## config.mk

```make
export PLATFORM = sky130hd
export DESIGN_NAME = eggtimer_ctrl
export DESIGN_NICKNAME = d
export VERILOG_FILES = /design/src/rtl/eggtimer_pkg.sv /design/src/rtl/eggtimer_ctrl_edge_detect.sv /design/src/rtl/eggtimer_ctrl.sv
export SDC_FILE = /design/constraint.sdc
export NUM_CORES = 1
export LEC_CHECK = 0
export BUFFER_PORTS_ARGS = -buffer_cell sky130_fd_sc_hd__buf_2
export CAP_MARGIN = 25
export CORE_AREA = 5 5 42 44
export CTS_CLUSTER_DIAMETER = 100
export DETAILED_ROUTE_END_ITERATION = 8
export DIE_AREA = 0 0 47 49
export PLACE_DENSITY_LB_ADDON = 0.15
export SYNTH_ARGS = -nofsm -noshare
export SYNTH_HDL_FRONTEND = slang
export SYNTH_SLANG_ARGS = --single-unit
```

## constraint.sdc

```tcl
create_clock -name clk -period 1.2 [get_ports clk]
set_clock_uncertainty 0.1 [all_clocks]
set_input_delay 0.24 -clock clk [delete_from_list [all_inputs] [get_ports clk]]
set_output_delay 0.24 -clock clk [all_outputs]
set_load 0.03 [all_outputs]
```

## src/rtl/eggtimer_pkg.sv

```systemverilog
// rtl/eggtimer_pkg.sv - state encoding and defaults for the egg timer control FSM
package eggtimer_pkg;

    localparam logic [1:0] ST_IDLE  = 2'd0;
    localparam logic [1:0] ST_RUN   = 2'd1;
    localparam logic [1:0] ST_PAUSE = 2'd2;
    localparam logic [1:0] ST_ALARM = 2'd3;

    typedef enum logic [1:0] {
        IDLE  = ST_IDLE,
        RUN   = ST_RUN,
        PAUSE = ST_PAUSE,
        ALARM = ST_ALARM
    } state_t;

    localparam int DEFAULT_ALARM_SECS      = 10;
    localparam int DEFAULT_ALARM_CTR_WIDTH = 4;

endpackage

```

## src/rtl/eggtimer_ctrl_edge_detect.sv

```systemverilog
// rtl/eggtimer_ctrl_edge_detect.sv - registered rising-edge detector for a debounced button level
module edge_detect #(
    parameter logic RESET_VAL = 1'b1
) (
    input  logic clk,
    input  logic reset,
    input  logic level,
    output logic rise
);

    logic prev;

    // Resetting prev high suppresses an edge for a button held through reset.
    always_ff @(posedge clk) begin
        if (reset) begin
            prev <= RESET_VAL;
        end else begin
            prev <= level;
        end
    end

    assign rise = level & ~prev;

endmodule

```

## src/rtl/eggtimer_ctrl.sv

```systemverilog
// rtl/eggtimer_ctrl.sv - egg timer control FSM: run, pause, alarm and re-arm of the digit counters
module eggtimer_ctrl
    import eggtimer_pkg::*;
#(
    parameter int ALARM_SECS      = DEFAULT_ALARM_SECS,
    parameter int ALARM_CTR_WIDTH = DEFAULT_ALARM_CTR_WIDTH
) (
    input  logic clk,
    input  logic reset,
    input  logic start_stop,
    input  logic clear,
    input  logic tick,
    input  logic count_zero,
    output logic load,
    output logic count_enable,
    output logic running,
    output logic alarm,
    output logic done
);

    localparam logic [ALARM_CTR_WIDTH-1:0] ALARM_LAST = ALARM_CTR_WIDTH'(ALARM_SECS - 1);

    state_t                     state;
    state_t                     next_state;
    logic                       ss_edge;
    logic                       clr_edge;
    logic [ALARM_CTR_WIDTH-1:0] alarm_ctr;
    logic                       blink;
    logic                       done_q;

    edge_detect #(.RESET_VAL(1'b1)) u_ss_edge (
        .clk   (clk),
        .reset (reset),
        .level (start_stop),
        .rise  (ss_edge)
    );

    edge_detect #(.RESET_VAL(1'b1)) u_clr_edge (
        .clk   (clk),
        .reset (reset),
        .level (clear),
        .rise  (clr_edge)
    );

    always_ff @(posedge clk) begin
        if (reset) begin
            state <= IDLE;
        end else begin
            state <= next_state;
        end
    end

    always_comb begin
        next_state   = state;
        load         = 1'b0;
        count_enable = 1'b0;
        running      = 1'b0;
        alarm        = 1'b0;
        case (state)
            IDLE: begin
                load = 1'b1;
                // A simultaneous clear edge outranks start.
                if (!clr_edge && ss_edge) begin
                    next_state = RUN;
                end
            end
            RUN: begin
                running      = 1'b1;
                count_enable = tick & ~count_zero;
                if (clr_edge) begin
                    next_state = IDLE;
                end else if (ss_edge) begin
                    next_state = PAUSE;
                end else if (count_zero) begin
                    next_state = ALARM;
                end
            end
            PAUSE: begin
                if (clr_edge) begin
                    next_state = IDLE;
                end else if (ss_edge) begin
                    next_state = RUN;
                end
            end
            ALARM: begin
                alarm = blink;
                if (clr_edge || ss_edge) begin
                    next_state = IDLE;
                end else if (tick && (alarm_ctr == ALARM_LAST)) begin
                    next_state = IDLE;
                end
            end
            default: begin
                next_state = IDLE;
            end
        endcase
    end

    // Alarm duration and blink phase restart on every entry and are held cleared elsewhere.
    always_ff @(posedge clk) begin
        if (reset) begin
            alarm_ctr <= '0;
            blink     <= 1'b0;
            done_q    <= 1'b0;
        end else begin
            done_q <= (state == RUN) && (next_state == ALARM);
            if ((state != ALARM) && (next_state == ALARM)) begin
                alarm_ctr <= '0;
                blink     <= 1'b1;
            end else if ((state == ALARM) && (next_state == ALARM)) begin
                if (tick) begin
                    alarm_ctr <= alarm_ctr + 1'b1;
                    blink     <= ~blink;
                end
            end else begin
                alarm_ctr <= '0;
                blink     <= 1'b0;
            end
        end
    end

    assign done = done_q;

endmodule

```

# [Word-level counts from Yosys, hierarchy flattened]
# Index checks and enable logic that the tools add are counted.
[word_totals] ff_bits=10 in_bits=6
[op_classes] addsub=1 eq_ne=7 n_mux=16 bitwise=8 reduce_logical=9
[ops] op="2-bit 2-to-1 mux" n=8
[ops] op="2-bit case mux with 4 select lines" n=1
[ops] op="1-bit 2-to-1 mux" n=7
[ops] op="2-bit equality test (second input constant)" n=3
[ops] op="1-bit logical AND" n=5
[ops] op="1-bit NOT" n=5
[ops] op="4-bit by 1-bit adder with 4-bit output (second input constant)" n=1
[ops] op="4-bit equality test (second input constant)" n=1
[ops] op="1-bit bitwise AND" n=3
[ops] op="3-bit inequality test (second input constant)" n=1
[ops] op="3-bit OR reduction" n=1
[ops] op="2-bit by 1-bit equality test with 1-bit output (second input constant)" n=1
[ops] op="2-bit logical NOT" n=1
[ops] op="2-bit inequality test (second input constant)" n=1
[ops] op="1-bit logical NOT" n=1
[ops] op="1-bit logical OR" n=1

# [Logic depth before layout (Yosys ltp)]
# Gate-level depths: netlist of the first run.
[logic_depth] depth_word=10 depth_mapped=5

# [Modules after synthesis]
# From an unflattened synthesis of the first run, not the netlist that was laid out.
[hier_totals] cells_unflattened=50 area_unflattened_um2=490.5
[modules_own_cells] mod="eggtimer_ctrl" n_inst=1 cells_per_inst=44 area_each_um2=425.4
[modules_own_cells] mod="edge_detect" n_inst=2 cells_per_inst=3 area_each_um2=32.5

# [Worst setup path before layout of the first run]
# Ideal clock, no wire load.
[synth_timing] path_kind="reg2out" from="reg state[1]" to="out count_enable" arrival_ns=1.128 required_time_ns=0.860 setup_slack_ns=-0.268 stages_incl_launch_ff=3 cell_sequence="dfxtp_1 and2b_1 and3b_1"
[synth_between] elab_chain_cells=2
[synth_rtl] element="from (decl)" line="eggtimer_ctrl.sv:23" text="state_t state;"
[synth_rtl] element="from (signal assigned)" line="eggtimer_ctrl.sv:49" text="state <= next_state;"
[synth_rtl] element="2-bit by 1-bit equality test with 1-bit output" line="eggtimer_ctrl.sv:59" text="case (state)"
[synth_rtl] element="1-bit 2-to-1 mux" line="eggtimer_ctrl.sv:59"
[synth_rtl] element="to (decl)" line="eggtimer_ctrl.sv:15" text="output logic count_enable,"
# No other way between the ends.

# [Final worst setup path of the first run]
# Same ends and word-level chain as after synthesis.

==> results of run 1 <==
## cell usage after synthesis
master / n
dfxtp_1: 10
nor2_1: 4
nor3_1: 4
inv_1: 3
nand2_1: 3
xor2_1: 3
ha_1: 2
nand3_1: 2
nand4_1: 2
or2_2: 2
xnor2_1: 2
a2111oi_4: 1
a211o_4: 1
a21o_1: 1
a21oi_1: 1
a311oi_1: 1
and2b_1: 1
and3_1: 1
and3b_1: 1
buf_6: 1
nand4b_1: 1
nor2b_4: 1
o211ai_1: 1
o21ai_0: 1
or2b_1: 1
## state kept, by name, indices dropped and copies added, names as in the netlist
register and flops:
state 2, done 1, u_ss_edge.prev 1, u_clr_edge.prev 1, blink 1, alarm_ctr 4
## per-stage QoR
step,util,setup TNS (ps)
final,0.592,-1020
after global routing,0.592,-1570
after CTS,0.578,-1390
after detailed placement,0.469,-428
after global placement,0.469,-329
after floorplan,-,-82.1
## metal layers
metal  track usage  vias up  wire [um]
met5             0        -          0
met4        0.0415        0         10
met3        0.0554        2         49
met2         0.210        6        666
met1         0.124      216        460
li1              -      233          -
## timing repair
item	4_1_cts	5_1_grt
resized for setup	22	7
gates cloned	0	0
setup buffers	6	1
endpoints found under the setup margin	10	11
pin swaps	5	3
hold buffers	0	0
## cell families after synthesis
| family | after synthesis | synth area share |
|---|---|---|
| AOI/OAI and AO/OA | 7 | 0.156 |
| xor gates and xnor gates | 5 | 0.0869 |
| adders and majority gates | 2 | 0.0496 |
| buffers and inverters | 4 | 0.0447 |
| DFF | 10 | 0.397 |
| and+or+nand+nor | 23 | 0.266 |
## power groups by stage
stage | logic [W] | registers [W] | clock network [W]
finish | 0.000131 | 0.000345 | 0.000222
global placement | 0.000107 | 0.000352 | 0
CTS | 0.000129 | 0.000345 | 0.000229
detailed placement | 0.000108 | 0.000352 | 0
floorplan | 0.0000578 | 0.000356 | 0
global route | 0.000142 | 0.000346 | 0.000251
## layout by cell type, fill, tap and decap left out, types with 3 or more instances in the layout
master / n
dfxtp_1: 4
clkbuf_4: 3
buf_4: 11
xor2_1: 3
buf_2: 6
nor3_2: 3
dfxtp_2: 6
nand2_1: 3
buf_6: 7
## area by class of cell
class,count,area share
clock buffers,3,0.0271
repair buffers,25,0.255
flip-flops and latches,10,0.250
inverters,3,0.0136
well taps,16,0.0241
multi-input cells,37,0.430
## worst min-delay path by stage
| stage | endpoint | cells past startpoint | slack, ps |
|---|---|---|---|
| 2_1_floorplan | u_ss_edge.prev$_SDFF_PP1_ | 1 | 240 |
| 3_3_place_gp | u_ss_edge.prev$_SDFF_PP1_ | 2 | 350 |
| 3_5_place_dp | u_ss_edge.prev$_SDFF_PP1_ | 2 | 360 |
| 4_1_cts | u_ss_edge.prev$_SDFF_PP1_ | 2 | 80 |
| 5_1_grt | u_ss_edge.prev$_SDFF_PP1_ | 2 | 100 |
| 6_report | u_ss_edge.prev$_SDFF_PP1_ | 2 | 90 |
## worst max-delay path, cell delays in order, from the launching register on
cell and delay [ps]:
dfxtp_2 310, and2b_4 250, and3b_2 180, buf_6 120
==> results.txt, run 1 <==
After global routing the overflow that remains totals 0. The tools report the cell at the root of the clock tree as clkbuf_4. The power share of the combinational group is 0.188.

Counting the fill cells in the layout gives 134. Summed over all cells, the static leakage comes to 0.334 nW. The number of endpoints with negative hold slack in the final report is 0. Detailed placement finished with a half-perimeter wire length of 802 um. At the worst endpoint, the required time is 860 ps. The run gives 3 as the clock buffer count from CTS. The level count of the clock H-tree is 1, and the via density per instance is 4.86.

The run gives 0 as the detailed router's first-iteration violation count. In this run the vertical extent of the chip is 49 um. Hold timing on the final database bottoms out at a slack of 88.6 ps. For the slack of the critical path, the log shows -266 ps. In this run the worst setup path terminates at count_enable. In this run the core area contains 14 standard-cell rows. The cell count of the worst reg-to-reg path came out at 7. The routed design has 1190 um of wire.

STA classifies the critical path endpoint as an output pin. The tools report the endpoint of the lowest-slack register-to-register path as alarm_ctr[0]$_SDFFE_PP0P_. From left edge to right edge, the die measures 47 um.

In this run the register-to-register setup slack is -100 ps. In this run the power spent charging and discharging nets is 0.000175 W. Ratio of final minimum period to clock period: 1.22.

The non-filler instance count after layout was 94; the final max-slew violation count was 0. After routing the design area is 830 sq um. Path type of the worst setup path: reg -> out. The worst hold-check path type is in -> reg. Static timing analysis puts the maximum clock frequency at 682 MHz. The tools report the worst slew margin relative to its limit as 0.800. The final reports fail on setup timing. 11 I/O pins were placed.

Counting flops and latches in the post-synthesis netlist gives 10. The fraction of layout cells with a size suffix above 1 was 0.667; the number of nets in the synthesized netlist was 59. Relative to the synthesized area, the layout overhead comes to 64.5%. The area of the die came out at 2300 sq um.

In the final layout, flip-flops and latches occupy 208 sq um. The run gives 25 as the number of unique standard cell types used by synthesis. The cell taking the most area after synthesis was dfxtp_1. Each instance of the synthesized netlist takes up on average 9.89 sq um. The count of mapped cells out of synthesis came out at 51. In this run the most critical hold path is launched from start_stop.

The area fraction of the dominant cell type after synthesis works out to 0.397. The flow ran to the end, but the final reports show violations. The tools report the number of clock sinks as 10. Worst-case setup slack after placement: -118 ps. The placer's final routability congestion estimate came out at 0.727. Summing all multi-input logic gate instances after layout gives 357 sq um. TritonCTS built the clock tree. The clock transition at the register clock pins on the worst setup and hold paths after CTS was 60 ps; the total number of vias was 457.

Cell internal power was estimated by the tool at 0.000523 W. The detailed-routing iteration count for the pre-antenna-repair pass is 1. The run gives 1400 sq um as the core area.

The final setup violation count was 11; the total power consumption of the routed design was 0.000698 W. The number of antenna diodes in the final layout is 0. Launch point of the worst reg-to-reg path: alarm_ctr[1]$_SDFFE_PP0P_. The initial antenna violation count is 0. Initial core utilization: 0.360. The maximum net fanout on the critical path came out at 3. The tools report the largest vdd supply drop as 0.000514 V. Port buffering added 10 buffers. Tracing the worst setup path back leads to its startpoint at state[1]$_SDFF_PP0_. For the pin with the worst max-slew slack, the measured transition is 298 ps. The run gives 0.495 as the sequential share of power. The later-pin clock latency in the skew report came out at 260 ps.

Entering global routing, the biggest net connects 6 pins. The longest clock path from root to sink contains 2 buffers. The synthesized netlist occupies a cell area of 504 sq um. In the final routed layout, each cell accounts on average for 12.6 um. After detailed placement, the total cell area comes to 657 sq um.

Switching part of the total power: 0.251. In the routed design, unresolved DRC markers number 0. Setup repair after global routing could not meet its margin everywhere.

The number of global-route vias before repair is 483. For the number of warnings issued by yosys, the log shows 0. The post-layout minimum cycle time is 1470 ps. The cell count after placement is 85, and the total routing usage reported by global routing is 0.122. The tool flagged a number of max-cap violations equal to 0. The fraction of power consumed by the clock network came out at 0.317. For the wire length of the first global-routing pass, the log shows 1990 um. The worst setup path is launched from a flop. Ranked by total cell area, the synthesized netlist is headed by dfxtp_1 (40%), a2111oi_4 (5.5%), xor2_1 (5.2%). Data arrives at the worst endpoint at 1130 ps. In the final design database the tool counted 88 nets. The share of the yosys chip area belonging to registers was 0.397.

The detail route stage leaves a number of antenna-violating nets equal to 0. Dividing total power by cell area gives a power density of 842 nW/um^2.
Power figures use the tool's default switching activity.
==> inputs of run 2 (changes only) <==
--- a/config.mk
+++ b/config.mk
@@ -5,6 +5,7 @@
 export SDC_FILE = /design/constraint.sdc
 export NUM_CORES = 1
 export LEC_CHECK = 0
+export ABC_AREA = 1
 export BUFFER_PORTS_ARGS = -buffer_cell sky130_fd_sc_hd__buf_2
 export CAP_MARGIN = 25
 export CORE_AREA = 5 5 42 44
==> results.txt, run 2 <==
The number of enable flip-flop cells after synthesis is 0 (unchanged), and the slack of the critical path is -159 ps (was -266 ps). Nature of the critical path endpoint: an output pin (unchanged). The cell count of the worst reg-to-reg path was 9 (was 7).

The count of mapped cells out of synthesis is 71 (was 51). The total routing usage reported by global routing came out at 0.114 (was 0.122). The worst hold slack came out at 62.8 ps (was 88.6 ps). The run gives 3 (unchanged) as the clock buffer count from CTS. Largest cells by area after synthesis: dfxtp_1 (37%), nand2_1 (8.4%), nand2_2 (7.0%) (was dfxtp_1 (40%), a2111oi_4 (5.5%), xor2_1 (5.2%)). The tools report the residual overflow from global routing as 0 (unchanged). Sink of the worst hold path: state[1]$_SDFF_PP0_ (was u_ss_edge.prev$_SDFF_PP1_). Top cells by count, synth: nand2_1 (12), dfxtp_1 (10), inv_1 (8), nand2_2 (6), nor2_1 (6) (was dfxtp_1 (10), nor2_1 (4), nor3_1 (4)). The logs give 0.381 (was 0.360) for the initial core utilization and 4 (was 1) for the detailed-routing iteration count for the pre-antenna-repair pass. Post-synthesis area per instance: 7.52 sq um (was 9.89 sq um). The tools report the endpoint of the lowest-slack register-to-register path as blink$_SDFFE_PP0P_ (was alarm_ctr[0]$_SDFFE_PP0P_). The path type of the worst setup path was reg -> out (unchanged). The maximum net fanout on the critical path works out to 5 (was 3). The worst hold-check path type is in -> reg (unchanged).

For the largest vdd supply drop, the log shows 0.000481 V (was 0.000514 V). Cell taking the most area after synthesis: dfxtp_1 (unchanged). Critical path startpoint: state[1]$_SDFF_PP0_ (unchanged).

The run gives 10 (unchanged) as the number of clock sinks. The top register by number of flip-flops was alarm_ctr (unchanged). The initial antenna violation count was 0 (unchanged). The number of global-route vias before repair came out at 442 (was 483). The tools report the launch point of the worst reg-to-reg path as alarm_ctr[1]$_SDFFE_PP0P_ (unchanged). The post-layout minimum cycle time works out to 1360 ps (was 1470 ps).

The detailed-route wire length per cell came out at 10.4 um (was 12.6 um). The most frequently used cell type in the post-synthesis netlist was nand2_1 (was dfxtp_1). The worst hold path cell count was 2 (unchanged); the fraction of layout cells with a size suffix above 1 was 0.563 (was 0.667). The number of flip-flops under the largest register name works out to 4 (unchanged). The final max-slew violation count came out at 0 (unchanged). The ratio of final minimum period to clock period is 1.13 (was 1.22), and the number of port buffers is 10 (unchanged).

Wire length of the first global-routing pass: 1790 um (was 1990 um). Critical Path, Cell by Cell: inv_2 -> nand2_4 -> nor3_2 -> buf_4 (was and2b_4 -> and3b_2 -> buf_6). The tools report the worst min-delay path startpoint as reset (was start_stop). The synthesized flop and latch total is 10 (unchanged), and the count of inserted antenna diode cells is 0 (unchanged).

The half-perimeter wire length after placement was 791 um (was 802 um); the via density per instance was 4.71 (was 4.86). The total buffers and inverters traversed by the critical path was 2 (was 1). The critical path data required time came out at 860 ps (about the same).

The post-detailed-route count of antenna-violating nets was 0 (unchanged); the clock transition at the register clock pins on the worst setup and hold paths after CTS was 70 ps (was 60 ps). The height of the die is 49 um (unchanged), and the final routed DRC violation total is 0 (unchanged). The run finished, with violations left.

The tools report the net count reported at finish as 97 (was 88). Failing checks: setup timing (unchanged). The placer's final routability congestion estimate is 0.662 (was 0.727). The flip-flop cell with the highest count after synthesis was dfxtp_1 (unchanged). The run gives 1070 um (was 1190 um) as the sum of routed wire length over all layers. The maximum clock insertion buffer count is 2 (unchanged), and the area overhead of the layout relative to synthesis is 37.7% (was 64.5%). The fmax was 736 MHz (was 682 MHz); the top-level port count was 11 (unchanged). The most common cell after layout, fill and taps aside is nand2_1 (was buf_4).

The power density normalized to cell area came out at 900 nW/um^2 (was 842 nW/um^2). The area fraction of the dominant cell type after synthesis was 0.375 (was 0.397); the total negative slack was -391 ps (was -1020 ps). The tools report the core area as 1400 sq um (unchanged).

The number of nets in the synthesized netlist is 79 (was 59). Top library cells by usage in the layout, fill and taps aside: nand2_1 (11), inv_1 (6), dfxtp_1 (6), buf_2 (6) (was buf_4 (11), buf_6 (7), dfxtp_2 (6), buf_2 (6), dfxtp_1 (4)). Cell at the root of the clock tree: clkbuf_4 (unchanged). The run gives 6 (was 0) as the detailed router's first-iteration violation count. The tools report the share of the yosys chip area belonging to registers as 0.375 (was 0.397).

The total number of vias came out at 485 (was 457). The netlist area before placement is 534 sq um (was 504 sq um), and the worst endpoint data arrival time is 1020 ps (was 1130 ps). The run gives 0.901 (was 0.800) as the worst slew margin relative to its limit. The pin slew with the least headroom to its limit works out to 147 ps (was 298 ps). Final setup violation count: 4 (was 11). For the number of warnings issued by yosys, the log shows 0 (unchanged). Setup repair after global routing could not meet its margin everywhere. The async set-or-reset flop fraction in the synthesized netlist works out to 0 (unchanged). The logs give 1 (unchanged) for the level count of the clock H-tree and 7 (was 6) for the largest net degree at the start of global routing. The run gives 0 (unchanged) as the number of endpoints with negative hold slack in the final report. The startpoint type of the worst setup path is a flop (unchanged). The logs give 40 ps (was -100 ps) for the worst-case register-to-register setup slack and 22 (was 25) for the number of unique standard cell types used by synthesis. Family with the most delay on the worst path: flip-flops (was simple AND/OR/NAND/NOR gates). The tools report the total leakage power as 0.343 nW (was 0.334 nW). Largest regs: alarm_ctr x4, state x2 (unchanged). The maximum cell stage delay along the critical path is 360 ps (was 310 ps).

The standard cell with the maximum stage delay on the critical path was dfxtp_4 (was dfxtp_2). TritonCTS built the clock tree. The area of the die came out at 2300 sq um (unchanged). The count of maximum capacitance violations was 0 (unchanged). The later-pin clock latency in the skew report came out at 270 ps (was 260 ps). The horizontal die dimension works out to 47 um (unchanged). The run gives 14 (unchanged) as the number of core rows.
## run 2: where the power goes
part | switching, W | internal (W)
combinational | 0.0000556 | 0.0000337
sequential | 0.00000581 | 0.000334
clock | 0.000117 | 0.000116
total | 0.000178 | 0.000484
## run 2: cell families after synthesis
group / Yosys count / share of synthesized area
compound gates: 6 / 0.0632
xor+xnor: 1 / 0.0164
fa+ha+maj: 2 / 0.0468
buf+inv: 13 / 0.0913
flops: 10 / 0.375
simple gates: 39 / 0.407
## run 2: repair_timing
item / CTS / global route
hold buffers: 0 / 0
pin swaps: 4 / 3
setup buffers: 0 / 0
endpoints found under the setup margin: 10 / 8
gates resized for setup: 22 / 3
## run 2: area by class of cell
type	instances	area, sq um
well taps	16	20.0
flip-flops and latches	10	213
fillers	142	666
multi-input cells	48	335
repair buffers	13	93.8
inverters	13	51.3
clock buffers	3	22.5
## run 2: stage by stage
step | std cells | total power [W] | area, sq um | setup WS, ps | util
floorplan | 71 | 0.000405 | 543 | -55.2 | -
global placement | 100 | 0.000432 | 636 | 0.156 | 0.454
detailed placement | 100 | 0.000433 | 636 | -33.0 | 0.454
CTS | 103 | 0.000674 | 724 | -167 | 0.517
global route | 103 | 0.000693 | 736 | -184 | 0.525
finish | 103 | 0.000662 | 736 | -159 | 0.525
## run 2: layer usage
| metal | global-route usage | part of all wire | vias up |
|---|---|---|---|
| met3 | 0.0443 | 0.063 | 4 |
| met4 | 0.0829 | 0.027 | 0 |
| met5 | 0 | 0 | - |
| li1 | - | - | 250 |
| met1 | 0.128 | 0.43 | 220 |
| met2 | 0.165 | 0.48 | 11 |
## run 2: worst max path at each step
| stage | cells after the start | endpoint |
|---|---|---|
| 6_report | 4 | count_enable |
| 2_1_floorplan | 2 | count_enable |
| 3_5_place_dp | 7 | alarm_ctr[2]$_SDFFE_PP0P_ |
| 3_3_place_gp | 7 | alarm_ctr[0]$_SDFFE_PP0P_ |
| 4_1_cts | 4 | count_enable |
| 5_1_grt | 4 | count_enable |
==> inputs of run 3 (changes only) <==
--- a/config.mk
+++ b/config.mk
@@ -13,6 +13,7 @@
 export DETAILED_ROUTE_END_ITERATION = 8
 export DIE_AREA = 0 0 47 49
 export PLACE_DENSITY_LB_ADDON = 0.15
+export RECOVER_POWER = 25
 export SYNTH_ARGS = -nofsm -noshare
 export SYNTH_HDL_FRONTEND = slang
 export SYNTH_SLANG_ARGS = --single-unit
==> results.txt, run 3 (synthesis results as in run 2) <==
The run finished, with violations left. Failing checks: setup timing (unchanged). The via density per instance is 4.71 (unchanged), and the fraction of layout cells with a size suffix above 1 is 0.552 (was 0.563). The final routed DRC violation total is 0 (unchanged), and the clock buffer count from CTS is 3 (unchanged). Largest regs: alarm_ctr x4, state x2 (unchanged). The run gives 0 (unchanged) as the post-detailed-route count of antenna-violating nets. The logs give 270 ps (about the same) for the later-pin clock latency in the skew report and -33.0 ps (unchanged) for the worst-case setup slack after placement.

The final design area excluding fillers was 734 sq um (was 736 sq um). Nature of the critical path endpoint: an output pin (unchanged). The worst min-delay path startpoint was start_stop (was reset). The number of port buffers is 10 (unchanged), and the maximum cell stage delay along the critical path is 360 ps (about the same). The launch point of the worst reg-to-reg path is alarm_ctr[1]$_SDFFE_PP0P_ (unchanged). The horizontal die dimension is 47 um (unchanged), and the sum of routed wire length over all layers is 1070 um (about the same). The post-layout minimum cycle time was 1360 ps (unchanged); the detailed router's first-iteration violation count was 6 (unchanged).

Setup repair after global routing could not meet its margin everywhere. Total leakage power: 0.340 nW (was 0.343 nW). The area of the die is 2300 sq um (unchanged), and the sequential share of power is 0.514 (about the same). The largest vdd supply drop was 0.000480 V (was 0.000481 V); the detailed-routing iteration count for the pre-antenna-repair pass was 4 (unchanged). Worst slew margin relative to its limit: 0.884 (was 0.901). The number of flip-flops under the largest register name was 4 (unchanged). The total routing usage reported by global routing was 0.114 (unchanged). The standard cell with the maximum stage delay on the critical path is dfxtp_4 (unchanged). Critical Path, Cell by Cell: inv_2 -> nand2_4 -> nor3_2 -> buf_4 (unchanged). Global-route met2 utilization: 0.165 (unchanged). The total power consumption of the routed design came out at 0.000662 W (about the same).

Pin slew with the least headroom to its limit: 175 ps (was 147 ps). The run gives 335 sq um (unchanged) as the footprint of the multi-input gates. The logs give 636 sq um (unchanged) for the total placed instance area and 1020 ps (about the same) for the worst endpoint data arrival time. The tools report the combined flip-flop and latch cell area as 213 sq um (unchanged). The top register by number of flip-flops was alarm_ctr (unchanged). The logs give 0.000178 W (about the same) for the switching component of the power and 442 (unchanged) for the number of global-route vias before repair.

The total number of vias is 485 (unchanged). Internal power: 0.000483 W (was 0.000484 W). For the number of hold-repair buffers added at the cts stage, the log shows 0 (unchanged).

The final setup violation count was 4 (unchanged). The path type of the worst setup path was reg -> out (unchanged). The slack of the critical path is -159 ps (unchanged). Most common cell after layout, fill and taps aside: nand2_1 (unchanged).

The tools report the non-filler instance count after layout as 103 (unchanged). The wire length of the first global-routing pass came out at 1790 um (unchanged). The worst hold-check path type is in -> reg (unchanged). The clock transition at the register clock pins on the worst setup and hold paths after CTS works out to 70 ps (about the same).

TritonCTS built the clock tree. The maximum net fanout on the critical path is 5 (unchanged). The count of maximum capacitance violations was 0 (unchanged); the count of inserted antenna diode cells was 0 (unchanged). The busiest layer in global routing was met2 (unchanged). The global-route track usage on met1 was 0.128 (unchanged). The number of fillers in the final layout is 143 (was 142). The run gives 10 (unchanged) as the number of clock sinks.

For the largest net degree at the start of global routing, the log shows 7 (unchanged). Fmax: 736 MHz (unchanged). The tools report the level count of the clock H-tree as 1 (unchanged). For the cell count after placement, the log shows 100 (unchanged). The total negative slack came out at -391 ps (unchanged). Startpoint type of the worst setup path: a flop (unchanged). The run gives 0 (unchanged) as the initial antenna violation count. The routing usage on met3 came out at 0.0443 (unchanged). The maximum clock insertion buffer count is 2 (unchanged), and the initial core utilization is 0.381 (unchanged). The final max-slew violation count came out at 0 (unchanged). The critical path startpoint is state[1]$_SDFF_PP0_ (unchanged).

The placer's final routability congestion estimate was 0.662 (unchanged); the half-perimeter wire length after placement was 791 um (unchanged). The tools report the cell at the root of the clock tree as clkbuf_4 (unchanged). The tools report the number of core rows as 14 (unchanged). The power density normalized to cell area was 901 nW/um^2 (was 900 nW/um^2); the critical path data required time was 860 ps (about the same). The run gives 1400 sq um (unchanged) as the core area.

The detailed-route wire length per cell is 10.4 um (about the same), and the height of the die is 49 um (unchanged). The ratio of final minimum period to clock period came out at 1.13 (unchanged). Top library cells by usage in the layout, fill and taps aside: nand2_1 (11), inv_1 (6), dfxtp_1 (6) (was nand2_1 (11), inv_1 (6), dfxtp_1 (6), buf_2 (6)). The residual overflow from global routing is 0 (unchanged), and the area overhead of the layout relative to synthesis is 37.5% (was 37.7%).

The buffers inserted during post-CTS setup optimization came out at 0 (unchanged). The fraction of power consumed by the clock network was 0.352 (about the same); the top-level port count was 11 (unchanged). The tools report the power share of the combinational group as 0.134 (was 0.135). The net count reported at finish was 97 (unchanged); the number of endpoints with negative hold slack in the final report was 0 (unchanged). The switching part of the total power works out to 0.269 (about the same).
run 3: cell types whose count changed in the layout (fill, tap and decap cells not counted), sizes merged:
cell,change
clkbuf,+1
buf,-1
run 3: what timing repair did:
item | 4_1_cts | 5_1_grt
pin swaps | 4 | 3
resized for setup | 22 | 3
setup endpoints to repair | 10 | 8
run 3: worst max-delay path, delay by kind of cell, from the launching register on:
family	cells	cell delay [ps]
AND/OR/NAND/NOR	2	140
flip-flops	1	360
buffers and inverters	2	240
run 3: metal layers:
layer	wire length (um)	up-vias
li1	-	250
met1	464	220
met2	507	11
met3	67	4
met4	29	0
met5	0	-
run 3: cell type report:
class | instances | share of cell area
Clock buffer | 3 | 0.0307
Multi-Input combinational cell | 48 | 0.457
Tap cell | 16 | 0.0273
Sequential cell | 10 | 0.290
Timing Repair Buffer | 13 | 0.126
Inverter | 13 | 0.0698
run 3: worst paths after layout:
kind                            depth (start not counted)                        end  slack [ps]
worst max-delay path                                    4               count_enable        -160
worst min-delay path                                    2  u_ss_edge.prev$_SDFF_PP1_          80
worst max register to register                          9         blink$_SDFFE_PP0P_          40
worst min register to register                          2  alarm_ctr[2]$_SDFFE_PP0P_         410
run 3: through the flow:
step	hold slack, ps	utilization
global route	103	0.524
detailed placement	356	0.454
finish	82.4	0.524
floorplan	209	-
CTS	68.0	0.517
global placement	351	0.454
run 3: power by group through the flow:
stage	logic (W)	clock network, W	registers (W)
final	0.0000888	0.000233	0.000340
after global routing	0.0000991	0.000253	0.000340
after CTS	0.0000899	0.000242	0.000342
after detailed placement	0.0000814	0	0.000351
after global placement	0.0000807	0	0.000351
after floorplan	0.0000528	0	0.000352
